[src/rtl/s2_port_arbiter.sv]
// Round-robin arbiter sharing the s2 memory port between NUM_REQ requesters.
// Optional macro S2_ARB_WRITE_ACK_EN: accepted writes also return a response strobe.
module s2_port_arbiter #(
    parameter int NUM_REQ      = 4,
    parameter int ADDR_W       = 12,
    parameter int DATA_W       = 32,
    parameter int READ_LATENCY = 1,
    localparam int BE_W        = DATA_W / 8
) (
    input  logic                      clk_clk,
    input  logic                      reset_reset_n,
    input  logic [NUM_REQ-1:0]        req_valid,
    output logic [NUM_REQ-1:0]        req_ready,
    input  logic [NUM_REQ-1:0]        req_write,
    input  logic [NUM_REQ*ADDR_W-1:0] req_addr,
    input  logic [NUM_REQ*DATA_W-1:0] req_wdata,
    input  logic [NUM_REQ*BE_W-1:0]   req_be,
    output logic [NUM_REQ-1:0]        rsp_valid,
    output logic [DATA_W-1:0]         rsp_rdata,
    output logic [ADDR_W-1:0]         s2_address,
    output logic                      s2_chipselect,
    output logic                      s2_clken,
    output logic                      s2_write,
    output logic [DATA_W-1:0]         s2_writedata,
    output logic [BE_W-1:0]           s2_byteenable,
    input  logic [DATA_W-1:0]         s2_readdata
);

    localparam int IDX_W = $clog2(NUM_REQ);
    localparam int L     = READ_LATENCY;

    logic [IDX_W-1:0]   last_grant;
    logic               run;
    logic [IDX_W-1:0]   cand;
    logic [IDX_W-1:0]   grant_idx;
    logic               grant_any;
    logic [NUM_REQ-1:0] grant_oh;
    logic               win_write;
    logic [ADDR_W-1:0]  win_addr;
    logic [DATA_W-1:0]  win_wdata;
    logic [BE_W-1:0]    win_be;

    logic [L:0]         tag_vld;
    logic [L:0]         tag_rd;
    logic [NUM_REQ-1:0] tag_oh [L+1];
    logic               rsp_fire;

    function automatic logic [IDX_W-1:0] rr_idx(input logic [IDX_W-1:0] base, input int k);
        int sum;
        sum = int'(base) + k;
        return IDX_W'(sum % NUM_REQ);
    endfunction

    // Grants are held off until the first edge after reset so req_ready reads 0 in reset.
    always_comb begin
        cand      = '0;
        grant_idx = '0;
        grant_any = 1'b0;
        for (int k = 1; k <= NUM_REQ; k++) begin
            cand = rr_idx(last_grant, k);
            if (!grant_any && req_valid[cand]) begin
                grant_any = 1'b1;
                grant_idx = cand;
            end
        end
        if (!run) begin
            grant_any = 1'b0;
        end
        grant_oh = grant_any ? (NUM_REQ'(1) << grant_idx) : '0;
    end

    assign req_ready = grant_oh;

    always_comb begin
        win_write = 1'b0;
        win_addr  = '0;
        win_wdata = '0;
        win_be    = '0;
        for (int i = 0; i < NUM_REQ; i++) begin
            if (grant_idx == IDX_W'(i)) begin
                win_write = req_write[i];
                win_addr  = req_addr[i*ADDR_W +: ADDR_W];
                win_wdata = req_wdata[i*DATA_W +: DATA_W];
                win_be    = req_be[i*BE_W +: BE_W];
            end
        end
    end

    always_ff @(posedge clk_clk or negedge reset_reset_n) begin
        if (!reset_reset_n) begin
            run           <= 1'b0;
            last_grant    <= IDX_W'(NUM_REQ - 1);
            s2_chipselect <= 1'b0;
            s2_write      <= 1'b0;
            s2_address    <= '0;
            s2_writedata  <= '0;
            s2_byteenable <= '0;
        end else begin
            run           <= 1'b1;
            s2_chipselect <= grant_any;
            s2_write      <= grant_any & win_write;
            if (grant_any) begin
                last_grant    <= grant_idx;
                s2_address    <= win_addr;
                s2_writedata  <= win_wdata;
                s2_byteenable <= win_be;
            end
        end
    end

    assign s2_clken = run;

    // Stage j holds the access issued j+1 cycles ago; stage L lines up with s2_readdata.
    always_ff @(posedge clk_clk or negedge reset_reset_n) begin
        if (!reset_reset_n) begin
            tag_vld <= '0;
            tag_rd  <= '0;
            for (int j = 0; j <= L; j++) begin
                tag_oh[j] <= '0;
            end
        end else begin
            tag_vld <= {tag_vld[L-1:0], grant_any};
            tag_rd  <= {tag_rd[L-1:0], grant_any & ~win_write};
            tag_oh[0] <= grant_oh;
            for (int j = 1; j <= L; j++) begin
                tag_oh[j] <= tag_oh[j-1];
            end
        end
    end

`ifdef S2_ARB_WRITE_ACK_EN
    assign rsp_fire  = tag_vld[L];
    assign rsp_rdata = (tag_vld[L] && !tag_rd[L]) ? '0 : s2_readdata;
`else
    assign rsp_fire  = tag_vld[L] & tag_rd[L];
    assign rsp_rdata = s2_readdata;
`endif

    assign rsp_valid = rsp_fire ? tag_oh[L] : '0;

endmodule
[config.mk]
export PLATFORM = sky130hd
export DESIGN_NAME = s2_port_arbiter
export DESIGN_NICKNAME = d
export VERILOG_FILES = /design/src/rtl/s2_port_arbiter.sv
export SDC_FILE = /design/constraint.sdc
export NUM_CORES = 1
export LEC_CHECK = 0
export ABC_AREA = 0
export BUFFER_PORTS_ARGS = -buffer_cell sky130_fd_sc_hd__buf_2
export CORE_AREA = 2 2 125 127
export CTS_CLUSTER_DIAMETER = 40
export CTS_CLUSTER_SIZE = 30
export DETAILED_ROUTE_END_ITERATION = 10
export DIE_AREA = 0 0 127 129
export PLACE_DENSITY = 0.54
export SKIP_LAST_GASP = 1
export SYNTH_ARGS = -nofsm -noshare
export SYNTH_HDL_FRONTEND = slang
export SYNTH_SLANG_ARGS = --single-unit
[constraint.sdc]
create_clock -name clk_clk -period 5.2 [get_ports clk_clk]
set_input_delay 0.26 -clock clk_clk [delete_from_list [all_inputs] [get_ports clk_clk]]
set_output_delay 0.26 -clock clk_clk [all_outputs]
set_load 0.05 [all_outputs]
==> impl_summary.txt, run 1 <==
----------------------------------------------------
[Clock tree]
  Total setup buffers inserted after CTS ... 0
  Clk root buf ... clkbuf_16
  Clock tree from TritonCTS ... built
  Resized cells post-CTS ... 0
  Hold-fix buffers, CTS ... 0
  Bufs on Longest Clock Path ... 2
  Clock Sink Count ... 64
  H-Tree Depth ... 3
  Clock-pin slew reported for the worst setup and hold paths after clock tree synthesis ... 60 ps
  Inserted Clock Buffers ... 9
  Clk Latency, worst-skew pair ... 330 ps

[Power]
  Internal ... 1.29 mW
  Gate power share ... 0.429
  VDD IR-drop max ... 0.151 mV
  Proportion of power drawn by flip-flops and latches ... 0.301
  PD cells ... 419 mW/mm2
  Switching pwr ... 0.957 mW
  Switching portion of total power ... 0.425
  Clock share of power ... 0.270
  Leak Pwr ... 2.80 nW

[Detailed routing]
  Antenna-violating nets left ... 0
  Overall routed net length ... 11.8 mm
  Vias after detailed routing ... 3630
  Vias per std cell ... 4.71
  1st-iter DRT viols ... 144
  First drt pass iteration count ... 4
  Number of DRC violations after detailed routing ... 0
  Routed length per instance ... 15.4 um

[Place]
  DP Wirelength ... 9.06 mm
  Total placed cells including tap cells ... 755
  Pre-CTS setup slack ... 2610 ps
  Routability cong. ... 0.769
  Count of input and output buffers ... 260

[Timing]
  Final period demand of the worst path ... 2930 ps
  Setup ws final ... 2270 ps
  Slew Viols, Final ... 0
  Period utilisation layout ... 0.564
  Worst Max-Slew Pin Slew ... 1030 ps
  Setup repair after global routing missed its margin ... false
  Slew Limit Headroom ... 0.309
  Post-Route Skew ... 6.04 ps
  Hold Worst Slack ... 108 ps
  Final setup violation count ... 0
  Setup Total Neg Slack ... 0 ps
  Upper clock frequency limit ... 341 MHz
  Number of hold-slack violations in the final timing report ... 0

[Floorplan]
  Vertical die dimension ... 129 um
  Die outline width ... 127 um
  Area of the placeable core ... 0.0150 mm2
  Ports placed on the boundary ... 325
  Total Die Area ... 0.0164 mm2
  Starting Density ... 0.259
  Cell Rows ... 45

[Critical path]
  Register-to-Register Path Depth ... 5
  Startpoint class of the critical path ... flop
  R2R Setup Slk ... 2860 ps
  Arrival time worst endpoint ... 2670 ps
  Terminus of the critical flop-to-flop path ... s2_address[9]
  Startpoint of the worst-slack reg-to-reg timing path ... last_grant[1]
  Critical path required time ... 4940 ps
  Setup CP Type ... reg2out
  CP Max Fanout ... 53
  Critical path capture point type ... output pin

[GRT]
  GRT overflow ... 0
  Wire length of the first global-routing pass ... 18.4 mm
  Via count of the first global-routing pass ... 3589
  Total Routing Usage GR ... 0.144
  Initial antenna violation count ... 0
  Maximum number of pins on one net before global-route repair ... 65

[Synthesis]
  Register area share after synthesis ... 0.414
  Number of flops mapped to enable cells by yosys ... 0
  Fraction of registers with async set or reset after synthesis ... 1.00
  Post-synth top flop ... dfrtp_1
  Netlist area before placement ... 0.00388 mm2
  Yosys warning total ... 0
  Register bit count reported by yosys ... 64
  Synthesized instance count ... 360
  Cell variety after synth ... 33
  Net Count, Synth ... 594
  Syn_area_per_cell ... 10.8 um2

[Run status]
  Result of the run ... complete, no violations

[Run]
  Maximum capacitance violations ... 0

[Cells and area]
  Area taken by multi-input logic gates ... 0.00188 mm2
  Fill cell total of the finished layout ... 1555
  Storage cell area ... 0.00160 mm2
  Proportion of layout cells with a drive suffix above 1 ... 0.511
  Post-layout instance count excluding filler cells ... 771
  Top library cells by usage in the layout, fill and taps aside ... buf_2, mux2i_1, dfrtp_1, nand2_1, o221ai_1
  Number of inserted diodes ... 0
  Leading cell type in the layout, fill and taps excluded ... buf_2
  Number of nets in the layout ... 812
  Relative area change from synthesis to final layout ... 38.5%

[Min path]
  Worst min path class ... in2async

----------------------------------------------------
[state kept, by name (all words and copies together), names as in the netlist]
| signal | count |
|---|---|
| tag_oh | 8 |
| last_grant | 2 |
| tag_rd | 2 |
| s2_address | 12 |
| s2_writedata | 32 |
| s2_write | 1 |
| s2_byteenable | 4 |
| s2_clken | 1 |
| tag_vld | 2 |
[worst max-delay path by stage]
stage	endpoint	slack [ps]	depth (start not counted)	startpoint
floorplan	tag_oh[4]	2200	3	s2_clken
global placement	req_ready[2]	2670	6	last_grant[1]
detailed placement	req_ready[2]	2610	6	last_grant[1]
CTS	req_ready[2]	2210	6	last_grant[1]
global route	req_ready[2]	2080	6	last_grant[1]
finish	req_ready[2]	2270	6	last_grant[1]
[synth_stat cells (2+ instances only)]
master    number  area share
dfrtp_1       62        0.40
nand2_1       40       0.039
buf_4         43       0.083
a211oi_2       7       0.023
nor2_1        15       0.015
a211oi_1      15       0.029
clkbuf_1       8      0.0077
dfstp_2        2       0.014
o221ai_1      37       0.084
nor3_1         2      0.0026
nor2b_1       11       0.018
buf_2          6      0.0077
and3_1         4      0.0065
nand2b_1       2      0.0032
mux2i_1       88        0.23
[cell type report]
class	count	share of cell area
clock buffer	11	0.0452
timing repair buffer	265	0.249
multi-input combinational	236	0.351
sequential	64	0.299
tap	188	0.0438
inverter	2	0.00140
clock inverter	5	0.0105
[worst max-delay path: stages (launching register included)]
cell and delay [ps]:
dfstp_2 580, nand3b_1 130, a31oi_4 180, buf_4 650
nand2_1 220, nor3_1 250, buf_2 320
[metrics by stage]
stage / util / power, mW / area, um2
after floorplan: - / 1.46 / 3880
after detailed placement: 0.339 / 1.66 / 5070
after CTS: 0.358 / 2.29 / 5370
after global placement: 0.339 / 1.65 / 5070
final: 0.358 / 2.25 / 5370
after global routing: 0.358 / 2.38 / 5370
[kinds of logic after synthesis]
logic type             count (synthesis)  synth area share
AO/OA/AOI/OAI                         67             0.160
buffers and inverters                 60             0.104
flip-flops                            64             0.414
multiplexers                          89             0.230
other                                  1          0.000967
AND/OR/NAND/NOR                       79            0.0920
[layer usage]
layer / track usage / wire length (um) / up-vias
met2: 0.235 / 5780 / 171
li1: - / - / 1737
met1: 0.175 / 4900 / 1698
met5: 0 / 0 / -
met4: 0.0698 / 305 / 0
met3: 0.0424 / 857 / 24
[power groups by stage]
stage | Clock [mW] | Sequential, mW | Combinational, mW
floorplan | 0 | 1.03 | 0.427
global placement | 0 | 0.682 | 0.967
detailed placement | 0 | 0.683 | 0.982
CTS | 0.630 | 0.679 | 0.981
global route | 0.657 | 0.693 | 1.03
finish | 0.608 | 0.677 | 0.967
No activity file was read; power rests on OpenSTA's default activity.
==> run 2: changes to the inputs <==
Settings changed: CORE_AREA 2 2 125 127 to 2 2 126 128, DIE_AREA 0 0 127 129 to 0 0 128 130, PLACE_DENSITY 0.54 to 0.53.
Clock period 5.2 ns to 2.9 ns, I/O delays scaled along.
==> run 2 against run 1 <==
  * Non-clock buffer count up 5
  * Core utilization fell by 0.41 points
  * Combinational power rose by 83%
  * Wire length grew 1.6%
  * Sequential cell count is the same
  * Clock power up 81%
==> impl_summary.txt, run 2 (synthesized netlist as in run 1, its figures left out) <==
----------------------------------------------------
[Run status]
  Result of the run ... complete, no violations

[GRT]
  Wire length of the first global-routing pass ... 18.2 mm (-1.1%)
  Maximum number of pins on one net before global-route repair ... 49 (-25%)
  Via count of the first global-routing pass ... 3605 (+0.45%)
  Total Routing Usage GR ... 0.141 (-0.00324)
  Initial antenna violation count ... 1 (+1)
  GRT overflow ... 0 (unchanged)

[Clock tree]
  Clock Sink Count ... 64 (unchanged)
  Clock-pin slew reported for the worst setup and hold paths after clock tree synthesis ... 60 ps (about the same)
  Total setup buffers inserted after CTS ... 0 (unchanged)
  Clk Latency, worst-skew pair ... 330 ps (about the same)
  H-Tree Depth ... 3 (unchanged)
  Bufs on Longest Clock Path ... 2 (unchanged)
  Inserted Clock Buffers ... 9 (unchanged)
  Clk root buf ... clkbuf_16
  Clock tree from TritonCTS ... built

[Floorplan]
  Vertical die dimension ... 130 um (+0.78%)
  Starting Density ... 0.251 (-0.00752)
  Total Die Area ... 0.0166 mm2 (+1.6%)
  Cell Rows ... 46 (+2.2%)
  Area of the placeable core ... 0.0154 mm2 (+3.0%)
  Ports placed on the boundary ... 325 (unchanged)
  Die outline width ... 128 um (+0.79%)

[Critical path]
  Arrival time worst endpoint ... 2360 ps (-310 ps)
  Largest stage delay, worst path ... 580 ps (-70 ps)
  CP bufs+invs ... 1 (-1)
  Top delay family on crit path ... flip-flops
  Startpoint of the most critical setup path ... last_grant[1]
  Critical path required time ... 2760 ps (-2180 ps)
  Setup CP Type ... reg2out
  CP Max Fanout ... 6 (-89%)
  Critical path capture point type ... output pin
  Startpoint class of the critical path ... flop
  Startpoint of the worst-slack reg-to-reg timing path ... last_grant[1]
  Highest-delay cell along the critical path ... dfstp_2
  Ordered cell list for the critical path ... mux2i_1, o22ai_1, nor2_1, nor3b_1, buf_2

[Detailed routing]
  First drt pass iteration count ... 4 (unchanged)
  Number of DRC violations after detailed routing ... 0 (unchanged)
  Vias per std cell ... 4.74 (+0.75%)
  1st-iter DRT viols ... 105 (-27%)
  Vias after detailed routing ... 3700 (+1.9%)
  Overall routed net length ... 12.0 mm (+1.6%)
  Antenna-violating nets left ... 0 (unchanged)
  Routed length per instance ... 15.4 um (+0.42%)

[Timing]
  Setup Total Neg Slack ... 0 ps (unchanged)
  Final period demand of the worst path ... 2510 ps
  Setup repair after global routing missed its margin ... false
  Hold Worst Slack ... 126 ps (+17.9 ps)
  Upper clock frequency limit ... 399 MHz
  Worst Max-Slew Pin Slew ... 593 ps (-437 ps)
  Number of hold-slack violations in the final timing report ... 0 (unchanged)
  Slew Viols, Final ... 0 (unchanged)
  Post-Route Skew ... 6.93 ps (+0.887 ps)
  Period utilisation layout ... 0.865
  Final setup violation count ... 0 (unchanged)
  Slew Limit Headroom ... 0.605 (+0.295)

[Cells and area]
  Registers with the most flip-flops ... s2_writedata (32), s2_address (12), tag_oh (8)
  Flip-flop count of the largest register, all copies and words added ... 32 (unchanged)
  Register with the highest flop count ... s2_writedata
  Proportion of layout cells with a drive suffix above 1 ... 0.517 (+0.00586)
  Number of nets in the layout ... 817 (+0.62%)
  Relative area change from synthesis to final layout ... 41.0%
  Number of inserted diodes ... 0 (unchanged)
  Leading cell type in the layout, fill and taps excluded ... buf_2
  Fill cell total of the finished layout ... 1636 (+5.2%)
  Top library cells by usage in the layout, fill and taps aside ... buf_2, mux2i_1, dfrtp_1, nand2_1, o221ai_1

[Power]
  VDD IR-drop max ... 0.347 mV (+130%)
  Leak Pwr ... 2.84 nW (+1.4%)
  PD cells ... 746 mW/mm2 (+78%)

[Min path]
  Worst min path class ... in2reg
  Launch instance of the worst min-delay path ... req_wdata[19]

[Place]
  DP Wirelength ... 9.30 mm (+2.7%)
  Routability cong. ... 0.752 (-2.2%)
  Count of input and output buffers ... 260 (unchanged)

[Run]
  Maximum capacitance violations ... 0 (unchanged)

----------------------------------------------------
-- run 2: per-stage QoR --
step                utilization  worst slack [ps]  area, um2  cells  total power [mW]
floorplan                     -               144       3880    360              2.62
global placement          0.334               805       5150    763              2.98
detailed placement        0.334               699       5150    763              3.01
CTS                       0.354               358       5470    780              4.14
global route              0.354               259       5470    780              4.30
finish                    0.354               391       5470    780              4.08
-- run 2: cell type report --
class / instances / area (um2) / share of cell area
clock buffers: 11 / 253 / 0.0462
clock inverters: 5 / 55.1 / 0.0101
inverters: 2 / 7.51 / 0.00137
multi-input cells: 236 / 1890 / 0.346
flip-flops and latches: 64 / 1600 / 0.293
well taps: 192 / 240 / 0.0439
repair buffers: 270 / 1420 / 0.259
-- run 2: per-layer routing --
layer	global-route usage	vias up	routed length [um]
met5	0	-	13
met4	0.0472	2	163
met3	0.0402	13	846
met2	0.260	183	6340
met1	0.157	1753	4670
li1	-	1749	-
-- run 2: tightest hold or removal path, delay by kind of cell --
| kind | cells | cell delay, ps |
|---|---|---|
| compound gates | 1 | 150 |
| buf+inv | 1 | 70 |
| mux | 1 | 50 |
-- run 2: path summary, 6_finish.rpt --
check                      slack (ps)  cells past startpoint               end
setup / recovery                  390                      5      req_ready[1]
hold / removal                    130                      3  s2_writedata[19]
setup reg to reg                  720                      6   s2_writedata[9]
hold reg to reg                   350                      0         tag_oh[0]
max in group asynchronous        1900                      3  s2_writedata[15]
min in group asynchronous         280                      2        tag_vld[0]
-- run 2: repair_timing --
item / 4_1_cts / 5_1_grt
hold endpoints to repair: 16 / 0
gates resized for setup: 0 / 0
hold buffers: 1 / 0
-- run 2: power by group --
group / internal, mW / switching, mW / total, mW / leakage [nW]
clock network: 0.708 / 0.392 / 1.10 / 0.148
registers: 1.10 / 0.108 / 1.21 / 0.779
logic: 0.557 / 1.21 / 1.77 / 1.92
total: 2.37 / 1.71 / 4.08 / 2.84
==> run 3: changes to the inputs <==
Settings changed: PLACE_DENSITY 0.53 to 0.67.
==> run 3 against run 2 <==
  * First-iteration DRC count up 22%
  * Clock-buffer cell count unchanged
  * Wire length fell by 0.38%
  * Die area unchanged
  * Critical path depth is the same
  * Non-clock buffer count fell by 2
  * Combinational power hardly changed
  * Critical path type unchanged
  * Largest power group unchanged
==> impl_summary.txt, run 3 (synthesized netlist as in run 1, its figures left out) <==
----------------------------------------------------
[GRT]
  Total Routing Usage GR ... 0.142 (+0.00116)
  Via count of the first global-routing pass ... 3585 (-0.55%)
  GRT overflow ... 0 (unchanged)
  Maximum number of pins on one net before global-route repair ... 54 (+10%)
  Initial antenna violation count ... 0 (-1)
  Wire length of the first global-routing pass ... 18.1 mm (-0.38%)

[Place]
  DP Wirelength ... 9.15 mm (-1.6%)
  Placed instance area ... 0.00516 mm2 (+0.19%)
  Count of input and output buffers ... 260 (unchanged)
  Routability cong. ... 0.780 (+3.7%)

[Clock tree]
  Bufs on Longest Clock Path ... 2 (unchanged)
  Inserted Clock Buffers ... 9 (unchanged)
  Clock tree from TritonCTS ... built
  Clock Sink Count ... 64 (unchanged)
  Resized cells post-CTS ... 0 (unchanged)
  Clock-pin slew reported for the worst setup and hold paths after clock tree synthesis ... 60 ps (about the same)
  Clk Latency, worst-skew pair ... 330 ps (about the same)
  H-Tree Depth ... 3 (unchanged)
  Clk root buf ... clkbuf_16

[Min path]
  Worst min path class ... in2reg

[Timing]
  Period utilisation layout ... 0.865 (about the same)
  Post-Route Skew ... 4.62 ps (-2.31 ps)
  Final period demand of the worst path ... 2510 ps (-1.39 ps)
  Final setup violation count ... 0 (unchanged)
  Setup repair after global routing missed its margin ... false
  Setup Total Neg Slack ... 0 ps (unchanged)
  Hold Worst Slack ... 126 ps (+0.520 ps)
  Slew Limit Headroom ... 0.459 (-0.145)
  Number of hold-slack violations in the final timing report ... 0 (unchanged)
  Upper clock frequency limit ... 399 MHz (about the same)
  Slew Viols, Final ... 0 (unchanged)
  Worst Max-Slew Pin Slew ... 808 ps (+215 ps)

[Cells and area]
  Post-route cell area ... 0.00547 mm2 (about the same)
  Flip-flop count of the largest register, all copies and words added ... 32 (unchanged)
  Top library cells by usage in the layout, fill and taps aside ... buf_2, mux2i_1, dfrtp_1, nand2_1, o221ai_1
  Register with the highest flop count ... s2_writedata
  Proportion of layout cells with a drive suffix above 1 ... 0.514 (-0.00335)
  Fill cell total of the finished layout ... 1580 (-3.4%)
  Number of nets in the layout ... 815 (-0.24%)
  Relative area change from synthesis to final layout ... 41.0% (about the same)
  Registers with the most flip-flops ... s2_writedata (32), s2_address (12), tag_oh (8)
  Number of inserted diodes ... 0 (unchanged)
  Leading cell type in the layout, fill and taps excluded ... buf_2

[Floorplan]
  Vertical die dimension ... 130 um (unchanged)
  Die outline width ... 128 um (unchanged)
  Total Die Area ... 0.0166 mm2 (unchanged)
  Starting Density ... 0.251 (unchanged)
  Area of the placeable core ... 0.0154 mm2 (unchanged)
  Cell Rows ... 46 (unchanged)
  Ports placed on the boundary ... 325 (unchanged)

[Critical path]
  Highest-delay cell along the critical path ... dfstp_2
  CP Max Fanout ... 6 (unchanged)
  Largest stage delay, worst path ... 580 ps (about the same)
  R2R Setup Slk ... 540 ps (-180 ps)
  Critical path required time ... 2760 ps (about the same)
  Arrival time worst endpoint ... 2360 ps (about the same)
  Ordered cell list for the critical path ... mux2i_1, o22ai_1, nor2_1, nor3b_1, buf_2
  Startpoint class of the critical path ... flop
  Setup CP Type ... reg2out
  Critical path capture point type ... output pin
  Top delay family on crit path ... flip-flops
  CP bufs+invs ... 1 (unchanged)

[Detailed routing]
  Number of DRC violations after detailed routing ... 0 (unchanged)
  Vias per std cell ... 4.60 (-3.0%)
  Vias after detailed routing ... 3581 (-3.2%)
  1st-iter DRT viols ... 128 (+22%)
  Routed length per instance ... 15.4 um (-0.13%)
  Overall routed net length ... 12.0 mm (-0.38%)
  First drt pass iteration count ... 4 (unchanged)
  Antenna-violating nets left ... 0 (unchanged)

[Run]
  Maximum capacitance violations ... 0 (unchanged)

[Power]
  Leak Pwr ... 2.84 nW (about the same)
  PD cells ... 743 mW/mm2 (-0.43%)
  VDD IR-drop max ... 0.265 mV (-24%)

[Run status]
  Result of the run ... complete, no violations

----------------------------------------------------
## run 3: changes by cell type in the layout (fill, tap and decap cells not counted)
| cell | previous run | this run |
|---|---|---|
| clkinvlp_4 | 2 | 1 |
| clkbuf_8 | 2 | 1 |
| clkinv_4 | 0 | 1 |
| buf_4 | 6 | 2 |
| clkbuf_1 | 0 | 1 |
| buf_12 | 3 | 5 |
## run 3: what timing repair did
item / CTS / global route
hold buffers: 1 / 0
setup buffers: 0 / 0
endpoints found under the hold margin: 28 / 0
## run 3: worst min-delay path, stage by stage
cell	delay, ps
buf_2	70
mux2i_1	50
o221ai_1	150
## run 3: worst paths after layout
| kind | depth (start not counted) | endpoint | from |
|---|---|---|---|
| max | 5 | req_ready[1] | last_grant[1] |
| min | 3 | s2_writedata[3] | req_wdata[3] |
| min reg2reg | 0 | tag_oh[3] | tag_oh[7] |
| min in group asynchronous | 2 | tag_oh[2] | reset_reset_n |
| max reg2reg | 6 | s2_address[0] | last_grant[1] |
| max in group asynchronous | 3 | last_grant[0] | reset_reset_n |
## run 3: routing by layer
layer / global-route usage / wire length (um) / vias up
met1: 0.164 / 4980 / 1634
met2: 0.247 / 5910 / 183
met4: 0.0562 / 211 / 0
li1: - / - / 1740
met3: 0.0447 / 880 / 24
met5: 0 / 0 / -
## run 3: power breakdown
group | switching (mW) | internal (mW)
registers | 0.109 | 1.10
clock network | 0.392 | 0.686
logic | 1.22 | 0.559
total | 1.72 | 2.35
## run 3: through the flow
stage	setup WS, ps	total power [mW]	util	std cells
detailed placement	498	3.01	0.334	761
global route	226	4.28	0.354	778
finish	392	4.06	0.354	778
CTS	345	4.13	0.354	778
global placement	620	2.99	0.334	761
floorplan	144	2.62	-	360
## run 3: cell type report
class                           instances  area, um2  area share
Clock buffer                           11        243      0.0444
Clock inverter                          5       56.3      0.0103
Inverter                                2       7.51     0.00137
Multi-Input combinational cell        236       1890       0.346
Sequential cell                        64       1600       0.293
Tap cell                              192        240      0.0439
Timing Repair Buffer                  268       1430       0.261
